===== src/rtl/data_port_arb_pkg.sv =====
// Shared types and constants for the data port arbiter.
// Optional feature macro: DATA_PORT_ARB_STATS_EN (per-requester beat counters).
package data_port_arb_pkg;

    typedef enum logic [0:0] {
        IDLE  = 1'b0,
        BURST = 1'b1
    } arb_state_e;

    localparam int DEF_N_REQ     = 4;
    localparam int DEF_DATA_W    = 8;
    localparam int DEF_MAX_BURST = 4;
    localparam int STAT_W        = 16;
    localparam int BEAT_CNT_W    = 4;

    // Index width that stays legal for a single requester.
    function automatic int idx_w(input int n);
        return (n > 1) ? $clog2(n) : 1;
    endfunction

endpackage


===== src/rtl/data_port_arb_rr_picker.sv =====
// Combinational round-robin picker: first set request at or after rr_ptr, wrapping.
module rr_picker
    import data_port_arb_pkg::*;
#(
    parameter int N_REQ = DEF_N_REQ
) (
    input  logic [N_REQ-1:0]        req,
    input  logic [idx_w(N_REQ)-1:0] rr_ptr,
    output logic [idx_w(N_REQ)-1:0] winner,
    output logic                    found
);

    localparam int IDX_W = idx_w(N_REQ);

    int unsigned idx;

    // Scan from the farthest candidate back to rr_ptr so the nearest one wins.
    always_comb begin
        winner = '0;
        found  = 1'b0;
        idx    = 0;
        for (int i = N_REQ - 1; i >= 0; i--) begin
            idx = (int'(rr_ptr) + i) % N_REQ;
            if (req[IDX_W'(idx)]) begin
                winner = IDX_W'(idx);
                found  = 1'b1;
            end
        end
    end

endmodule


===== src/rtl/data_port_arb.sv =====
// Round-robin arbiter sharing one registered data port among N_REQ bursting requesters.
// Optional feature macro: DATA_PORT_ARB_STATS_EN (per-requester beat counters).
//
// state | meaning
// IDLE  | no owner; pick a winner, no beat moves this cycle
// BURST | grant_id owns the port until last beat or MAX_BURST beats
module data_port_arb
    import data_port_arb_pkg::*;
#(
    parameter int N_REQ     = DEF_N_REQ,
    parameter int DATA_W    = DEF_DATA_W,
    parameter int MAX_BURST = DEF_MAX_BURST
) (
    input  logic                               clk,
    input  logic                               rst,
    input  logic [N_REQ-1:0]                   req_valid,
    input  logic [N_REQ-1:0][DATA_W-1:0]       req_data,
    input  logic [N_REQ-1:0]                   req_last,
    output logic [N_REQ-1:0]                   req_ready,
    output logic                               out_valid,
    output logic [DATA_W-1:0]                  out_data,
    input  logic                               out_ready,
    output logic [idx_w(N_REQ)-1:0]            grant_id,
    output logic                               busy,
    output logic [N_REQ-1:0][STAT_W-1:0]       stat_beats
);

    localparam int IDX_W = idx_w(N_REQ);

    arb_state_e              state, state_nxt;
    logic [IDX_W-1:0]        rr_ptr;
    logic [BEAT_CNT_W-1:0]   beat_cnt;
    logic [IDX_W-1:0]        pick_winner;
    logic                    pick_found;
    logic                    xfer;
    logic                    burst_end;

    rr_picker #(.N_REQ(N_REQ)) u_picker (
        .req    (req_valid),
        .rr_ptr (rr_ptr),
        .winner (pick_winner),
        .found  (pick_found)
    );

    // Ready is withheld while reset is asserted so no beat is accepted that cycle.
    always_comb begin
        req_ready = '0;
        if (state == BURST && !rst) begin
            req_ready[grant_id] = !out_valid || out_ready;
        end
    end

    assign xfer      = (state == BURST) && req_valid[grant_id] && req_ready[grant_id];
    assign burst_end = xfer && (req_last[grant_id] ||
                                beat_cnt == BEAT_CNT_W'(MAX_BURST - 1));
    assign busy      = (state == BURST);

    always_comb begin
        state_nxt = state;
        case (state)
            IDLE:    if (pick_found) state_nxt = BURST;
            BURST:   if (burst_end)  state_nxt = IDLE;
            default: state_nxt = IDLE;
        endcase
    end

    always_ff @(posedge clk) begin
        if (rst) begin
            state <= IDLE;
        end else begin
            state <= state_nxt;
        end
    end

    always_ff @(posedge clk) begin
        if (rst) begin
            rr_ptr    <= '0;
            beat_cnt  <= '0;
            grant_id  <= '0;
            out_valid <= 1'b0;
            out_data  <= '0;
        end else begin
            if (xfer) begin
                out_valid <= 1'b1;
                out_data  <= req_data[grant_id];
            end else if (out_ready) begin
                out_valid <= 1'b0;
            end

            if (state == IDLE && pick_found) begin
                grant_id <= pick_winner;
                beat_cnt <= '0;
            end else if (xfer) begin
                beat_cnt <= beat_cnt + BEAT_CNT_W'(1);
            end

            if (burst_end) begin
                rr_ptr <= (grant_id == IDX_W'(N_REQ - 1)) ? '0 : grant_id + IDX_W'(1);
            end
        end
    end

`ifdef DATA_PORT_ARB_STATS_EN
    logic [N_REQ-1:0][STAT_W-1:0] stat_cnt;

    always_ff @(posedge clk) begin
        if (rst) begin
            stat_cnt <= '0;
        end else if (xfer && stat_cnt[grant_id] != {STAT_W{1'b1}}) begin
            stat_cnt[grant_id] <= stat_cnt[grant_id] + STAT_W'(1);
        end
    end

    assign stat_beats = stat_cnt;
`else
    assign stat_beats = '0;
`endif

endmodule

===== config.mk =====
export PLATFORM = sky130hd
export DESIGN_NAME = data_port_arb
export DESIGN_NICKNAME = d
export VERILOG_FILES = /design/src/rtl/data_port_arb_pkg.sv /design/src/rtl/data_port_arb_rr_picker.sv /design/src/rtl/data_port_arb.sv
export SDC_FILE = /design/constraint.sdc
export NUM_CORES = 1
export LEC_CHECK = 0
export ABC_AREA = 1
export CORE_MARGIN = 1
export CORE_UTILIZATION = 30
export CTS_BUF_LIST = sky130_fd_sc_hd__clkbuf_8
export DETAILED_ROUTE_END_ITERATION = 10
export MAX_ROUTING_LAYER = met4
export PLACE_DENSITY = 0.71
export REMOVE_ABC_BUFFERS = 1
export SETUP_SLACK_MARGIN = 0.05
export SLEW_MARGIN = 20
export SYNTH_ARGS = -nofsm -noshare
export SYNTH_HDL_FRONTEND = slang
export SYNTH_HIERARCHICAL = 1
export SYNTH_SLANG_ARGS = --single-unit

===== constraint.sdc =====
create_clock -name clk -period 1.8 [get_ports clk]
set_clock_uncertainty 0.2 [all_clocks]
set_input_delay 0.36 -clock clk [delete_from_list [all_inputs] [get_ports clk]]
set_output_delay 0.36 -clock clk [all_outputs]
set_load 0.005 [all_outputs]

== Yosys cells after proc, flatten, opt, wreduce, memory -nomap -nowiden ==
Cells that the tools add are included.

* Order comparisons: 6
* Eq/ne operators: 2
* Reductions and logical operators: 12
* Multiply operators: 0
* Shift-type cells: 0
* Bitwise logic cells: 2
* Divide/modulo/power cells: 0
* Add/subtract/negate cells: 5
* Muxes and demuxes: 33

{| class="wikitable"
|+ Operators with widths
! operator !! number
|-
| binary-select mux 8 bit (select 2 bit) || 1
|-
| 2-to-1 mux 1 bit || 16
|-
| < comparator 2 x 3 -> 1 bit, second input constant || 5
|-
| binary-select mux 1 bit (select 2 bit) || 7
|-
| 2-to-1 mux 2 bit || 5
|-
| 2-to-1 mux 8 bit || 1
|-
| logical AND 1 bit || 6
|-
| adder 2 x 1 -> 2 bit, second input constant || 2
|-
| adder 2 bit, second input constant || 2
|-
| adder 4 x 1 -> 4 bit, second input constant || 1
|-
| AND 4 bit || 1
|-
| equality test 4 x 2 -> 1 bit, second input constant || 1
|-
| 2-to-1 mux 4 bit || 1
|-
| demux 1 bit (select 2 bit) || 1
|-
| equality test 2 bit, second input constant || 1
|-
| >= comparator 2 x 1 -> 1 bit, second input constant || 1
|-
| zero test 1 bit || 2
|-
| logical OR 1 bit || 2
|-
| case mux 1 bit (2 select lines) || 1
|-
| nonzero test 2 bit || 1
|-
| OR reduction 2 bit || 1
|-
| NOT 1 bit || 1
|}

* Flip-flop bits (word level): 18
* Memory bits (writable): 0
* Output and inout bits: 80
* Memories kept: 0
* Bits of input ports: 43
* Bits in latches: 0
* ROM bits: 0

== Longest topological paths before layout ==
* Depth in word-level cells: 12
* Gate-level depth with buffers: 12

== By module ==
The synthesis kept the hierarchy.

{| class="wikitable"
|+ By module, submodules not included
! module !! sequential area each (um2) !! cells an instance !! area each (um2) !! times used
|-
| data_port_arb || 360.3 || 245 || 1731.7 || 1
|-
| rr_picker || 0.0 || 44 || 215.2 || 1
|}

== Worst setup path after synthesis ==
No wires, ideal clock.

* Kind: register -> register
* Start: register grant_id[0]
* End: register out_data[3]
* Stages on the path, launching flop included: 11
* Buffers on the path: 3
* Library setup time: 0.071 ns
* Path slack: -0.163 ns
* Arrival: 1.692 ns
* Cell sequence: dfxtp_1 > inv_2 > buf_4 > buf_4 > ha_1 > nand4_1 > nand3_2 > nand3_2 > buf_6 > nand2_1 > a21oi_1

* Word-level cells in the longest chain between the ends: 9

{| class="wikitable"
|+ RTL lines
! what !! RTL line !! RTL
|-
| start: declaration || data_port_arb.sv:23 || <nowiki>output logic [idx_w(N_REQ)-1:0] grant_id,</nowiki>
|-
| start signal: assignment || data_port_arb.sv:91 || <nowiki>grant_id <= pick_winner;</nowiki>
|-
| < comparator 2 x 3 -> 1 bit (implied by the code) / >= comparator 2 x 1 -> 1 bit (equally long branches) || data_port_arb.sv:49 || <nowiki>req_ready[grant_id] = !out_valid || out_ready;</nowiki>
|-
| logical AND 1 bit (implied by the code) || data_port_arb.sv:49 ||
|-
| 2-to-1 mux 1 bit (implied by the code) || data_port_arb.sv:49 ||
|-
| demux 1 bit (select 2 bit) || data_port_arb.sv:49 ||
|-
| AND 4 bit (no source line) || - ||
|-
| 2-to-1 mux 4 bit || data_port_arb.sv:48 || <nowiki>if (state == BURST && !rst) begin</nowiki>
|-
| binary-select mux 1 bit (select 2 bit) || data_port_arb.sv:53 || <nowiki>assign xfer = (state == BURST) && req_valid[grant_id] && req_ready[grant_id];</nowiki>
|-
| 2-to-1 mux 1 bit (implied by the code) || data_port_arb.sv:53 ||
|-
| logical AND 1 bit || data_port_arb.sv:53 ||
|-
| end signal: assignment || data_port_arb.sv:85 || <nowiki>out_data <= req_data[grant_id];</nowiki>
|-
| end: declaration || data_port_arb.sv:21 || <nowiki>output logic [DATA_W-1:0] out_data,</nowiki>
|}

Parallel ways exist; a longest one is shown, timed or not. The select of a mux whose other input is x is not followed.
A chain may end at the register's enable or synchronous reset.

== Final worst setup path ==
* Start: register grant_id[0]
* End: output port req_ready[0]

* Word-level cells in the longest chain between the ends: 6

{| class="wikitable"
|+ RTL lines
! what !! RTL line !! RTL
|-
| < comparator 2 x 3 -> 1 bit (implied by the code) / >= comparator 2 x 1 -> 1 bit (equally long branches) || data_port_arb.sv:49 ||
|-
| logical AND 1 bit (implied by the code) || data_port_arb.sv:49 ||
|-
| 2-to-1 mux 1 bit (implied by the code) || data_port_arb.sv:49 ||
|-
| demux 1 bit (select 2 bit) (*) || data_port_arb.sv:49 ||
|-
| AND 4 bit (no source line) (*) || - ||
|-
| 2-to-1 mux 4 bit (*) || data_port_arb.sv:48 ||
|-
| end: declaration || data_port_arb.sv:19 || <nowiki>output logic [N_REQ-1:0] req_ready,</nowiki>
|}

Every way passes the cells marked *; elsewhere a longest branch is shown, timed or not.

==> impl_metrics.ini <==
[power]
max-vdd-ir-drop_v = 0.000245
power_density_nw_per_um2 = 530
finalPower_mw = 1.53
power_leakage_nw = 1.32
p_comb_share_pct = 52.6
power_frac_seq_pct = 29.7
p_switching_mw = 0.561
p_int_mw = 0.970
switching_share_pct = 36.7
p_clk_share_pct = 17.8

[final_layout]
final_util_pct = 47.4
syn_to_final_growth_pct = 48.3
fillCellCount = 585
final_area_um2 = 2890
nNetsFinal = 430
multi_input_area_um2 = 1310
final_cell_count_no_fill = 455
antennaDiodeCount = 0
ff_latch_area_um2 = 372
layout-drive-gt1-share_pct = 31.3

[drt]
wl_mm = 5.26
via_per_inst = 4.43
first_iter_violations = 79
final_antenna_net_count = 0
drc = 0
wl_per_cell_um = 11.6
firstDrtPassIters = 5
vias = 2017

[yosys]
synthFlopType = dfxtp_1
synth_edf_count = 0
avgSynthCellArea_um2 = 6.74
synth.distinct_cells = 30
synth_seq_cells = 18
synthCells = 289
yosysSeqAreaShare_pct = 18.5
synthArstFlopShare_pct = 0
syn_area_um2 = 1950
ys.warnings.count = 6

[timing]
fin_tns_setup_ns = 0
hold_ws_ns = 0.269
setup_viol = 0
rsz0062_at_grt = true
period_minus_slack_ns = 1.74
setup_ws_ns = 0.0554
finalHoldViolCount = 0
min_period_over_period_pct = 96.9
slew_violations = 0
fmax_mhz = 573

[die]
initial_core_util_pct = 31.9
dieWidth_um = 82.6
rows = 28
die-area_um2 = 6820
io_pins = 123
dieHeight_um = 82.6
coreArea_um2 = 6100

[placed_design]
gp_congestion = 0.797
port_buffers = 58
hpwl_mm = 3.61
place_ws_ns = -0.454
dpl-instance-area_um2 = 2480
place_inst = 433

[cts]
clkTransAtPathRegs_ns = 0.07
cts_root_buf = clkbuf_8
clock_path_buffers = 2
cts_buffers = 3
insertion_delay_ns = 0.25
cts_tree = built
htree_levels = 1
clock_sinks = 18

[setup_path]
critical-path-max-stage-delay_ns = 0.38
start_kind = register
cp_cell_sequence = inv_4 > ha_2 > nand2_1 > nor2_1 > buf_2
crit_required_ns = 1.24
setup.worst_path.end_class = output port
arrival_ns = 1.18
crit_type = register to output port
crit_fanout = 6
cp_slowest_cell = dfxtp_4

[global_routing]
antenna_found_initial = 0
grt_max_degree = 19
grt_pass1_vias = 1737
gr-usage-all-layers_pct = 14.4
gr-total-overflow = 0
grt_pass1_wl_mm = 7.37

[worst_hold_path]
min_path_type = register to register

[run_status]
status = finished, final reports clean

[job]
max_cap_violations = 0
[synth_stat cells (10+ instances only)]
master,n,share of area [%]
buf_4,67,26
nand2_1,48,9.3
nor2_1,29,5.6
dfxtp_1,18,19
inv_1,16,3.1
o21ai_0,16,4.1
nand4_1,15,4.8
a21oi_1,12,3.1
nand3_1,10,2.6
o22ai_1,10,3.2
[final timing paths]
kind	slack (ns)	cells after the start	endpoint	startpoint
setup reg to reg	0.06	10	beat_cnt[3]$_SDFFE_PP0P_	out_valid$_SDFFE_PP0P_
hold / removal	0.27	2	out_data[6]$_SDFFE_PP0P_	out_data[6]$_SDFFE_PP0P_
hold reg to reg	0.27	2	out_data[6]$_SDFFE_PP0P_	out_data[6]$_SDFFE_PP0P_
setup / recovery	0.06	5	req_ready[0]	grant_id[0]$_SDFFE_PP0P_
[sequential cells by signal, indices dropped and copies added (netlist names)]
signal,flops
out_data,8
rr_ptr,2
grant_id,2
busy,1
out_valid,1
beat_cnt,4
[power groups by stage]
stage | logic (mW) | clock network [mW] | registers, mW
final | 0.804 | 0.272 | 0.454
after global routing | 0.883 | 0.292 | 0.457
after CTS | 0.747 | 0.277 | 0.452
after detailed placement | 0.650 | 0 | 0.454
after global placement | 0.644 | 0 | 0.453
after floorplan | 0.307 | 0 | 0.469
[worst max-delay path, delay by kind of cell, from the launching register on]
| family | cells | cell delay [ns] |
|---|---|---|
| fa+ha+maj | 1 | 0.19 |
| buf+inv | 2 | 0.19 |
| flops | 1 | 0.38 |
| simple gates | 2 | 0.17 |
[cells by family after synthesis]
logic type	share of synthesized area [%]
compound gates	12.7
xor+xnor	0.900
fa+ha+maj	3.21
buf+inv	34.2
flops	18.5
other cells	0.193
simple gates	30.3
[metal layers]
layer	share of wire (%)	vias up	GRT usage, %
met3	8.7	8	2.09
met4	1.3	0	2.93
li1	-	997	-
met2	52	98	29.7
met1	38	914	14.1
met5	0	-	-
[area by class of cell]
| class | count | share of cell area (%) |
|---|---|---|
| tap | 75 | 3.25 |
| timing repair buffer | 101 | 33.9 |
| multi-input combinational | 234 | 45.2 |
| clock buffer | 3 | 1.43 |
| inverter | 24 | 3.38 |
| sequential | 18 | 12.9 |
[cell usage in the layout, fill, tap and decap left out, drive strengths merged]
cell           synthesis  routed
dlygate4sd2            0       7
conb                   1      64
clkdlybuf4s50          0      44
dfxtp                 18      18
o22ai                 10      10
ha                     5       5
a21oi                 14      14
clkbuf                 2       5
xor2                   1       1
xnor2                  1       1
nand4                 16      16
nor2                  31      31
nand3                 17      17
and2                   1       1
inv                   24      24
o21ai                 19      19
buf                   74      47
nand2                 55      55
dlymetal6s2s           0       1
[timing repair]
item | in CTS | in global routing
endpoints found under the hold margin | 0 | 0
resized for setup | 61 | 43
hold buffers | 0 | 0
endpoints found under the setup margin | 22 | 22
setup buffers | 14 | 7
cloned | 1 | 0
pin swaps | 16 | 20
(Power assumes the default switching activity.)
